### src/rtl/vga_pkg.sv
// Shared types and constants for the text-mode VRAM write path.
package vga_pkg;

    typedef enum logic [1:0] {
        IDLE,
        DECODE,
        LINE_CLR,
        FULL_CLR
    } state_t;

    localparam int unsigned COLS     = 40;
    localparam int unsigned ROWS     = 24;
    localparam logic [5:0]  CLR_CHAR = 6'd32;

    // Control characters recognised by the decoder (Apple-1 keyboard codes)
    localparam logic [7:0] CR     = 8'h0D;
    localparam logic [7:0] CR_HI  = 8'h8D;
    localparam logic [7:0] NUL    = 8'h00;
    localparam logic [7:0] LF     = 8'h0A;
    localparam logic [7:0] DEL    = 8'h7F;
    localparam logic [7:0] ESC_HI = 8'h9B;

    // Result of a newline: new cursor row, new scroll base, and whether a line clear is due
    typedef struct packed {
        logic [4:0] v;
        logic [4:0] sb;
        logic       scroll;
    } nl_t;

endpackage

### src/rtl/char_fifo.sv
// Small synchronous FIFO for TX characters; push while full is accepted only alongside a pop.
module char_fifo #(
    parameter int unsigned DEPTH = 4,
    parameter int unsigned WIDTH = 8
) (
    input  logic             clk25,
    input  logic             rst,
    input  logic             push,
    input  logic             pop,
    input  logic             flush,
    input  logic [WIDTH-1:0] din,
    output logic [WIDTH-1:0] dout,
    output logic             full,
    output logic             empty
);

    localparam int unsigned AW = (DEPTH > 1) ? $clog2(DEPTH) : 1;
    localparam logic [AW:0] DEPTH_C = (AW + 1)'(DEPTH);

    logic [WIDTH-1:0] mem [DEPTH];
    logic [AW-1:0]    wr_ptr_q, rd_ptr_q;
    logic [AW:0]      cnt_q;
    logic             do_push, do_pop;

    assign full    = (cnt_q == DEPTH_C);
    assign empty   = (cnt_q == '0);
    assign do_push = push & ~flush & (~full | pop);
    assign do_pop  = pop & ~flush & ~empty;
    assign dout    = mem[rd_ptr_q];

    // Pointer and occupancy bookkeeping; flush empties the FIFO in one cycle
    always_ff @(posedge clk25 or posedge rst) begin
        if (rst) begin
            wr_ptr_q <= '0;
            rd_ptr_q <= '0;
            cnt_q    <= '0;
        end else if (flush) begin
            wr_ptr_q <= '0;
            rd_ptr_q <= '0;
            cnt_q    <= '0;
        end else begin
            if (do_push) wr_ptr_q <= wr_ptr_q + AW'(1);
            if (do_pop)  rd_ptr_q <= rd_ptr_q + AW'(1);
            unique case ({do_push, do_pop})
                2'b10:   cnt_q <= cnt_q + (AW + 1)'(1);
                2'b01:   cnt_q <= cnt_q - (AW + 1)'(1);
                default: cnt_q <= cnt_q;
            endcase
        end
    end

    // Storage array, no reset needed
    always_ff @(posedge clk25) begin
        if (do_push) mem[wr_ptr_q] <= din;
    end

endmodule

### src/rtl/vram_write_sched.sv
// Sequences all text VRAM writes: character output, cursor/scroll tracking, line and screen clears.
module vram_write_sched #(
    parameter int unsigned FIFO_DEPTH = 4,
    parameter int unsigned COLS       = vga_pkg::COLS,
    parameter int unsigned ROWS       = vga_pkg::ROWS,
    parameter logic [5:0]  CLR_CHAR   = vga_pkg::CLR_CHAR
) (
    input  logic        clk25,
    input  logic        rst,
    input  logic        char_valid,
    input  logic [7:0]  char_data,
    output logic        char_ready,
    input  logic        clr_req,
    output logic        vram_w_en,
    output logic [10:0] vram_w_addr,
    output logic [5:0]  vram_din,
    output logic [5:0]  cursor_h,
    output logic [4:0]  cursor_v,
    output logic [4:0]  scroll_base,
    output logic        busy
);

    import vga_pkg::*;

    localparam logic [5:0] LAST_COL = 6'(COLS - 1);
    localparam logic [4:0] ROWS_W   = 5'(ROWS);
    localparam logic [4:0] LAST_ROW = 5'd31;

    state_t     state_q, state_d;
    logic [7:0] char_q, char_d;
    logic [5:0] h_q, h_d;
    logic [4:0] v_q, v_d;
    logic [4:0] sb_q, sb_d;
    logic [4:0] row_q, row_d;
    logic [5:0] col_q, col_d;
    logic       clr_pend_q;
    logic       enter_full;
    logic       do_nl;
    nl_t        nl;

    logic       fifo_push, fifo_pop, fifo_flush, fifo_full, fifo_empty;
    logic [7:0] fifo_dout;

    // Advance the cursor row; hitting the row just past the visible window scrolls by one
    function automatic nl_t newline(input logic [4:0] v, input logic [4:0] sb);
        nl_t        r;
        logic [4:0] bottom;
        bottom   = sb + ROWS_W;
        r.v      = v + 5'd1;
        r.scroll = (r.v == bottom);
        r.sb     = r.scroll ? sb + 5'd1 : sb;
        return r;
    endfunction

    char_fifo #(
        .DEPTH (FIFO_DEPTH),
        .WIDTH (8)
    ) u_fifo (
        .clk25 (clk25),
        .rst   (rst),
        .push  (fifo_push),
        .pop   (fifo_pop),
        .flush (fifo_flush),
        .din   (char_data),
        .dout  (fifo_dout),
        .full  (fifo_full),
        .empty (fifo_empty)
    );

    // A full FIFO still takes a char in the cycle it is popped; nothing is taken while flushing
    assign char_ready  = (~fifo_full | fifo_pop) & ~fifo_flush;
    assign fifo_push   = char_valid & char_ready;
    assign cursor_h    = h_q;
    assign cursor_v    = v_q;
    assign scroll_base = sb_q;
    assign busy        = (state_q != IDLE);

    // State and datapath registers
    always_ff @(posedge clk25 or posedge rst) begin
        if (rst) begin
            state_q <= IDLE;
            char_q  <= '0;
            h_q     <= '0;
            v_q     <= '0;
            sb_q    <= '0;
            row_q   <= '0;
            col_q   <= '0;
        end else begin
            state_q <= state_d;
            char_q  <= char_d;
            h_q     <= h_d;
            v_q     <= v_d;
            sb_q    <= sb_d;
            row_q   <= row_d;
            col_q   <= col_d;
        end
    end

    // Sticky clear request; dropped once the full clear starts
    always_ff @(posedge clk25 or posedge rst) begin
        if (rst) begin
            clr_pend_q <= 1'b0;
        end else if (enter_full) begin
            clr_pend_q <= 1'b0;
        end else if (clr_req) begin
            clr_pend_q <= 1'b1;
        end
    end

    // Next-state, cursor update and VRAM write port
    always_comb begin
        state_d     = state_q;
        char_d      = char_q;
        h_d         = h_q;
        v_d         = v_q;
        sb_d        = sb_q;
        row_d       = row_q;
        col_d       = col_q;
        fifo_pop    = 1'b0;
        fifo_flush  = 1'b0;
        enter_full  = 1'b0;
        do_nl       = 1'b0;
        nl          = '0;
        vram_w_en   = 1'b0;
        vram_w_addr = '0;
        vram_din    = '0;

        case (state_q)
            IDLE: begin
                if (clr_pend_q) begin
                    state_d    = FULL_CLR;
                    enter_full = 1'b1;
                    h_d        = '0;
                    v_d        = '0;
                    sb_d       = '0;
                    row_d      = '0;
                    col_d      = '0;
                end else if (!fifo_empty) begin
                    fifo_pop = 1'b1;
                    char_d   = fifo_dout;
                    state_d  = DECODE;
                end
            end

            DECODE: begin
                state_d = IDLE;
                if (char_q == CR || char_q == CR_HI) begin
                    do_nl = 1'b1;
                end else if (!(char_q == NUL || char_q == LF || char_q == DEL ||
                               char_q == ESC_HI)) begin
                    vram_w_en   = 1'b1;
                    vram_w_addr = {v_q, h_q};
                    vram_din    = {~char_q[6], char_q[4:0]};
                    h_d         = h_q + 6'd1;
                    do_nl       = (h_q == LAST_COL);
                end
                if (do_nl) begin
                    nl   = newline(v_q, sb_q);
                    h_d  = '0;
                    v_d  = nl.v;
                    sb_d = nl.sb;
                    if (nl.scroll) begin
                        state_d = LINE_CLR;
                        row_d   = nl.v;
                        col_d   = '0;
                    end
                end
            end

            LINE_CLR: begin
                vram_w_en   = 1'b1;
                vram_w_addr = {row_q, col_q};
                vram_din    = CLR_CHAR;
                col_d       = col_q + 6'd1;
                if (col_q == LAST_COL) state_d = IDLE;
            end

            FULL_CLR: begin
                // First cycle of the sweep doubles as the FIFO flush
                fifo_flush  = (row_q == '0) && (col_q == '0);
                vram_w_en   = 1'b1;
                vram_w_addr = {row_q, col_q};
                vram_din    = CLR_CHAR;
                if (col_q == LAST_COL) begin
                    col_d = '0;
                    row_d = row_q + 5'd1;
                    if (row_q == LAST_ROW) state_d = IDLE;
                end else begin
                    col_d = col_q + 6'd1;
                end
            end

            default: state_d = IDLE;
        endcase
    end

endmodule

### config.mk
export PLATFORM = sky130hd
export DESIGN_NAME = vram_write_sched
export DESIGN_NICKNAME = d
export VERILOG_FILES = /design/src/rtl/vga_pkg.sv /design/src/rtl/char_fifo.sv /design/src/rtl/vram_write_sched.sv
export SDC_FILE = /design/constraint.sdc
export NUM_CORES = 1
export LEC_CHECK = 0
export CAP_MARGIN = 20
export CORE_UTILIZATION = 51
export DETAILED_ROUTE_END_ITERATION = 8
export HOLD_SLACK_MARGIN = 0.12
export PLACE_DENSITY_LB_ADDON = 0.2
export SYNTH_ARGS = -nofsm -noshare
export SYNTH_HDL_FRONTEND = slang
export SYNTH_SLANG_ARGS = --single-unit
### constraint.sdc
create_clock -name clk25 -period 2.8 [get_ports clk25]
set_clock_uncertainty 0.15 [all_clocks]
set_input_delay 0.42 -clock clk25 [delete_from_list [all_inputs] [get_ports clk25]]
set_output_delay 0.42 -clock clk25 [all_outputs]
set_load 0.02 [all_outputs]
# == Yosys cells after proc, flatten, opt, wreduce, memory -nomap -nowiden ==
# Memories as Yosys holds them, arrays and structs flattened. A register that Yosys moved wholly into a read port is not among the register bits.
# Cells that the tools add are included.
# totals
inputBits,12
output_inout_bits,36
ff_bits,37
mem_count,1
wordCells,137
ram_bits,32
# memory_table
name,depth,width,rd,rd_ports_with_merged_regs,wr,line,text
u_fifo.mem,4,8,1,1,1,char_fifo.sv:20,logic [WIDTH-1:0] mem [DEPTH];
# classes
n_reduce_logical,25
n_eq_ne,24
addsub,10
muxes,55
bitwise_logic,12
# ops
op,count
$mux W6,9
$mux W5,7
$pmux W6 S2,2
$pmux W6 S4,1
$mux W11,2
$mux W2,11
$pmux W11 S2,1
$pmux W5 S2,2
$eq A8 B4 Y1 const B,2
$eq A8 B8 Y1 const B,2
$add A5 B1 Y5 const B,3
$mux W1,15
$pmux W5 S3,1
$add A6 B1 Y6 const B,2
$eq A6 B6 Y1 const B,2
$ne A2 B2 Y1 const B,6
$reduce_and A4 Y1,3
$reduce_bool A2 Y1,5
$ne A3 B3 Y1 const B,3
$reduce_and A3 Y1,3
$eq A8 B7 Y1 const B,1
$logic_not A8 Y1,1
$pmux W2 S4,1
$and A1 B1 Y1,6
23 further kinds,35

# == Logic depth before layout (Yosys ltp) ==
# depth
ltp_word,12
mapped_depth,12

# == By module ==
# From an unflattened synthesis, not the netlist that was laid out.
# unflattened
hier_cells,353
hier_area_um2,4073.9
# modules_own_cells
module,cells_each,n_inst,area_per_inst_um2
vram_write_sched,260,1,2406.1
char_fifo,93,1,1667.8

# == Worst setup path after synthesis ==
# OpenSTA, ideal clock, no wires.
# synth_path
path_kind,reg-to-reg
startpoint,register state_q[0]
endpoint,register u_fifo.cnt_q[2]
slack_ps,-209
arrival_ps,2723
n_path_buf,1
stages_incl_launch_ff,12
setup_time_ps,136
required_time_ps,2514
cell_sequence,dfrtp_1 > inv_1 > ha_1 > nor2b_1 > clkbuf_1 > nor4b_1 > nor3b_2 > nor3_1 > fa_1 > a2111oi_0 > o21a_1 > nor3_1
# synth_via
elab_chain_cells,10
# synth_rtl
item,line,text
"start, declared",vram_write_sched.sv:29,"state_t state_q, state_d;"
"start signal, assigned",vram_write_sched.sv:89,state_q <= state_d;
$logic_not A2 Y1 or $eq A2 B2 Y1 (tied branches),vram_write_sched.sv:128,case (state_q)
$mux W1,vram_write_sched.sv:128,
$or A1 B1 Y1 or $not A1 Y1 (tied branches),"char_fifo.sv:27, vram_write_sched.sv:71, char_fifo.sv:28",
$and A1 B1 Y1,vram_write_sched.sv:71,assign char_ready = (~fifo_full | fifo_pop) & ~fifo_flush;
$and A1 B1 Y1,vram_write_sched.sv:72,assign fifo_push = char_valid & char_ready;
$and A1 B1 Y1 (2 in series),char_fifo.sv:27,assign do_push = push & ~flush & (~full | pop);
$eq A2 B1 Y1 or $eq A2 B2 Y1 (tied branches),char_fifo.sv:44,"unique case ({do_push, do_pop})"
$pmux W3 S2,char_fifo.sv:44,
$mux W3,char_fifo.sv:37,end else if (flush) begin
"end signal, assigned",char_fifo.sv:45,2'b10: cnt_q <= cnt_q + (AW + 1)'(1);
"end signal, assigned",char_fifo.sv:46,2'b01: cnt_q <= cnt_q - (AW + 1)'(1);
"end signal, assigned",char_fifo.sv:47,default: cnt_q <= cnt_q;
"end, declared",char_fifo.sv:22,logic [AW:0] cnt_q;
# Parallel ways exist; a longest one is shown, timed or not.
# A chain may end at the register's enable or synchronous reset.

# == Worst setup path in the final report ==
# layout_path
startpoint,register char_q[2] (read register of u_fifo.mem)
endpoint,output port vram_w_addr[1]
# layout_via
elab_chain_cells,7
# layout_rtl
item,line,text
"start, declared",vram_write_sched.sv:30,"logic [7:0] char_q, char_d;"
$eq A8 B4 Y1 or $logic_not A8 Y1 (tied branches),vram_write_sched.sv:149,end else if (!(char_q == NUL || char_q == LF || char_q == DEL ||
$logic_or A1 B1 Y1 (3 in series),vram_write_sched.sv:149,
$mux W11,vram_write_sched.sv:149,
$mux W11 *,vram_write_sched.sv:147,if (char_q == CR || char_q == CR_HI) begin
$pmux W11 S2 *,vram_write_sched.sv:128,
"end, declared",vram_write_sched.sv:15,"output logic [10:0] vram_w_addr,"
# Mark *: on every way between the ends. The rest lies on a longest branch, timed or not.

==> impl_metrics.ini <==
[global_routing]
grt_max_degree = 24
overflow = 0
grt_pass1_vias = 3204
grt_usage_pct = 23.15
antenna_found_initial = 0
grt_pass1_wl_um = 15390

[sta]
max-slew-margin-rel_pct = 55.08
rsz0062_at_grt = true
worstMarginPinSlew_ps = 673.8
timing.setup.tns_ps = 0
hold_violations = 0
setup-violations-final = 0
fin_crit_ps = 2727
period_share_pct = 97.38
fmax_mhz = 366.8
slew_viol_final = 0

[floorplan]
die-width_um = 93.04
io_pins = 48
rows = 32
die_y_um = 93.04
core_area_um2 = 7888
start_util_pct = 53.59
die_area_um2 = 8656

[run_status]
status = completed

[logic_synthesis]
synthCells = 378
synth_common_cells = 45 x dfrtp_1, 36 x nand2_1, 32 x edfxtp_1
ys_seq_area_share_pct = 49.38
synth_enable_flop_cells = 32
syn-num-nets = 408
synth_area_leaders = dfrtp_1 27%, edfxtp_1 23%, ha_1 5.0%, mux4_2 4.3%, mux2_2 4.0%
ys_async_sr_fraction_pct = 58.44
synth_largest_area_cell = dfrtp_1
synth_area_per_cell_um2 = 11.18
synth-main-ff-cell = dfrtp_1
synth_top_area_share_pct = 26.64
synthMostInstantiatedCell = dfrtp_1
syn_area_um2 = 4227
yosys_warnings = 0
ys_ff_latch = 77
yosys.cell_types.count = 57

[route]
viasPerCell = 5.786
drt_iter0_drc = 226
vias = 3275
drt_wl_total_um = 9485
ant_nets = 0
drc = 0
first_pass_iters = 4
wl_per_cell_um = 16.76

[finish]
diodes = 0
fillers = 623
drive_above_1_share_pct = 26.08
post-route-util_pct = 67.08
synthToLayoutAreaGrowth_pct = 25.19
nets = 489

[power_and_ir_drop]
p_leak_nw = 2.146
vdd_drop_max_uv = 591.0
p_per_area_nw_per_um2 = 1003
p_total_mw = 5.309

[flow_run]
maxCapViolCount = 0

[critical_path]
path_class = reg2out
r2r_setup_slack_ps = 140
rr_startpoint = state_q[0]
r2r_cells = 11
path_max_fanout = 6
worstPathRequired_ps = 2230
worst_setup_path_start_kind = flop
critPathLaunch = char_q[2]
crit_arrival_ps = 2160
r2r_end = u_fifo.cnt_q[2]
endpoint_kind = output port

[cts]
h-tree-depth = 3
root_buffer = clkbuf_8
clk_latency_ps = 350
cts_buffers = 9
clock-sinks = 77
clkTransAtPathRegs_ps = 90
cts_tree = yes
clock_path_buffers = 2

[placement]
finalWeightedCongestion = 0.8878
hpwl_um = 6873
place.port_buffers = 47

[min_path]
hold_path.class = in2async
[stage by stage]
step	hold slack, ps	worst slack, ps	cell area [µm²]	cells
5_1_grt	308.0	-40.50	5291	566
4_1_cts	267.0	0.7603	5275	561
6_report	258.0	73.37	5291	566
2_1_floorplan	361.2	12.49	4240	378
3_5_place_dp	401.3	36.10	5061	545
3_3_place_gp	381.2	77.00	5061	545
[metal layers]
metal	up-vias	share of wire [%]	global-route usage [%]
met1	1582	43	30.61
met3	15	6.0	4.228
li1	1560	-	-
met5	-	0	0
met4	0	1.9	9.744
met2	118	49	37.56
[where the power goes]
part	leakage, nW	internal (mW)	total (mW)	switching, mW
clock network	0.0974	0.351	0.839	0.488
logic	1.17	1.28	2.71	1.43
registers	0.880	1.48	1.77	0.289
total	2.15	3.11	5.31	2.20
[how the worst max path moves through the flow]
stage,slack [ps],to,depth (start not counted)
3_5_place_dp,40,vram_din[0],9
3_3_place_gp,80,vram_din[1],9
2_1_floorplan,10,u_fifo.cnt_q[2],11
4_1_cts,0.8,vram_w_addr[10],9
5_1_grt,-40,u_fifo.cnt_q[2],11
6_report,70,vram_w_addr[1],8
[logic make-up after synthesis]
group                    share of synthesized area, %
buffers and inverters                           3.552
flip-flops                                      49.38
adder cells (fa/ha/maj)                         5.506
AO/OA/AOI/OAI                                   10.72
XOR/XNOR                                        3.878
multiplexers                                    10.86
AND/OR/NAND/NOR                                 16.10
[layout make-up]
class	count	area, µm²	area share (%)
tap	102	127.6	2.412
multi-input combinational	262	2077	39.25
timing repair buffer	88	724.4	13.69
clock inverter	7	72.57	1.371
clock buffer	9	123.9	2.341
sequential	77	2087	39.44
inverter	21	78.83	1.490
[repair_timing]
item                                    in CTS  in global routing
endpoints found under the setup margin      19                 20
cloned                                       0                  1
hold buffers                                 0                  0
pin swaps                                    0                  5
hold endpoints to repair                     0                  0
gates resized for setup                     44                 49
buffers inserted                             0                  4
[sequential cells by signal, indices dropped and copies added, names as in the netlist]
signal / cells
scroll_base: 5
char_q: 8
row_q: 5
state_q: 2
cursor_v: 5
u_fifo.wr_ptr_q: 2
u_fifo.mem: 32
u_fifo.cnt_q: 3
cursor_h: 6
u_fifo.rd_ptr_q: 2
clr_pend_q: 1
col_q: 6
[worst max-delay path, stage by stage, from the launching register on]
cell	delay (ps)
dfrtp_1	440
and4b_1	230
o21a_1	220
nor3_2	240
buf_4	190
buf_4	120
nand2_1	70
a21oi_2	140
buf_4	150
[layout by cell type (no fill, tap or decap), types with 9 or more instances in the layout]
cell,synthesis,final
buf_4,0,44
and2_1,10,10
inv_1,20,18
edfxtp_1,32,32
mux2_2,15,15
a21oi_1,22,19
nor2_1,17,17
dfrtp_1,45,45
nand2_1,36,36
ha_1,17,16
nand3_1,12,12
o21ai_0,13,12
clkbuf_8,0,9
clkdlybuf4s50_1,0,28
Note: power is estimated with default switching activity, not from simulation.
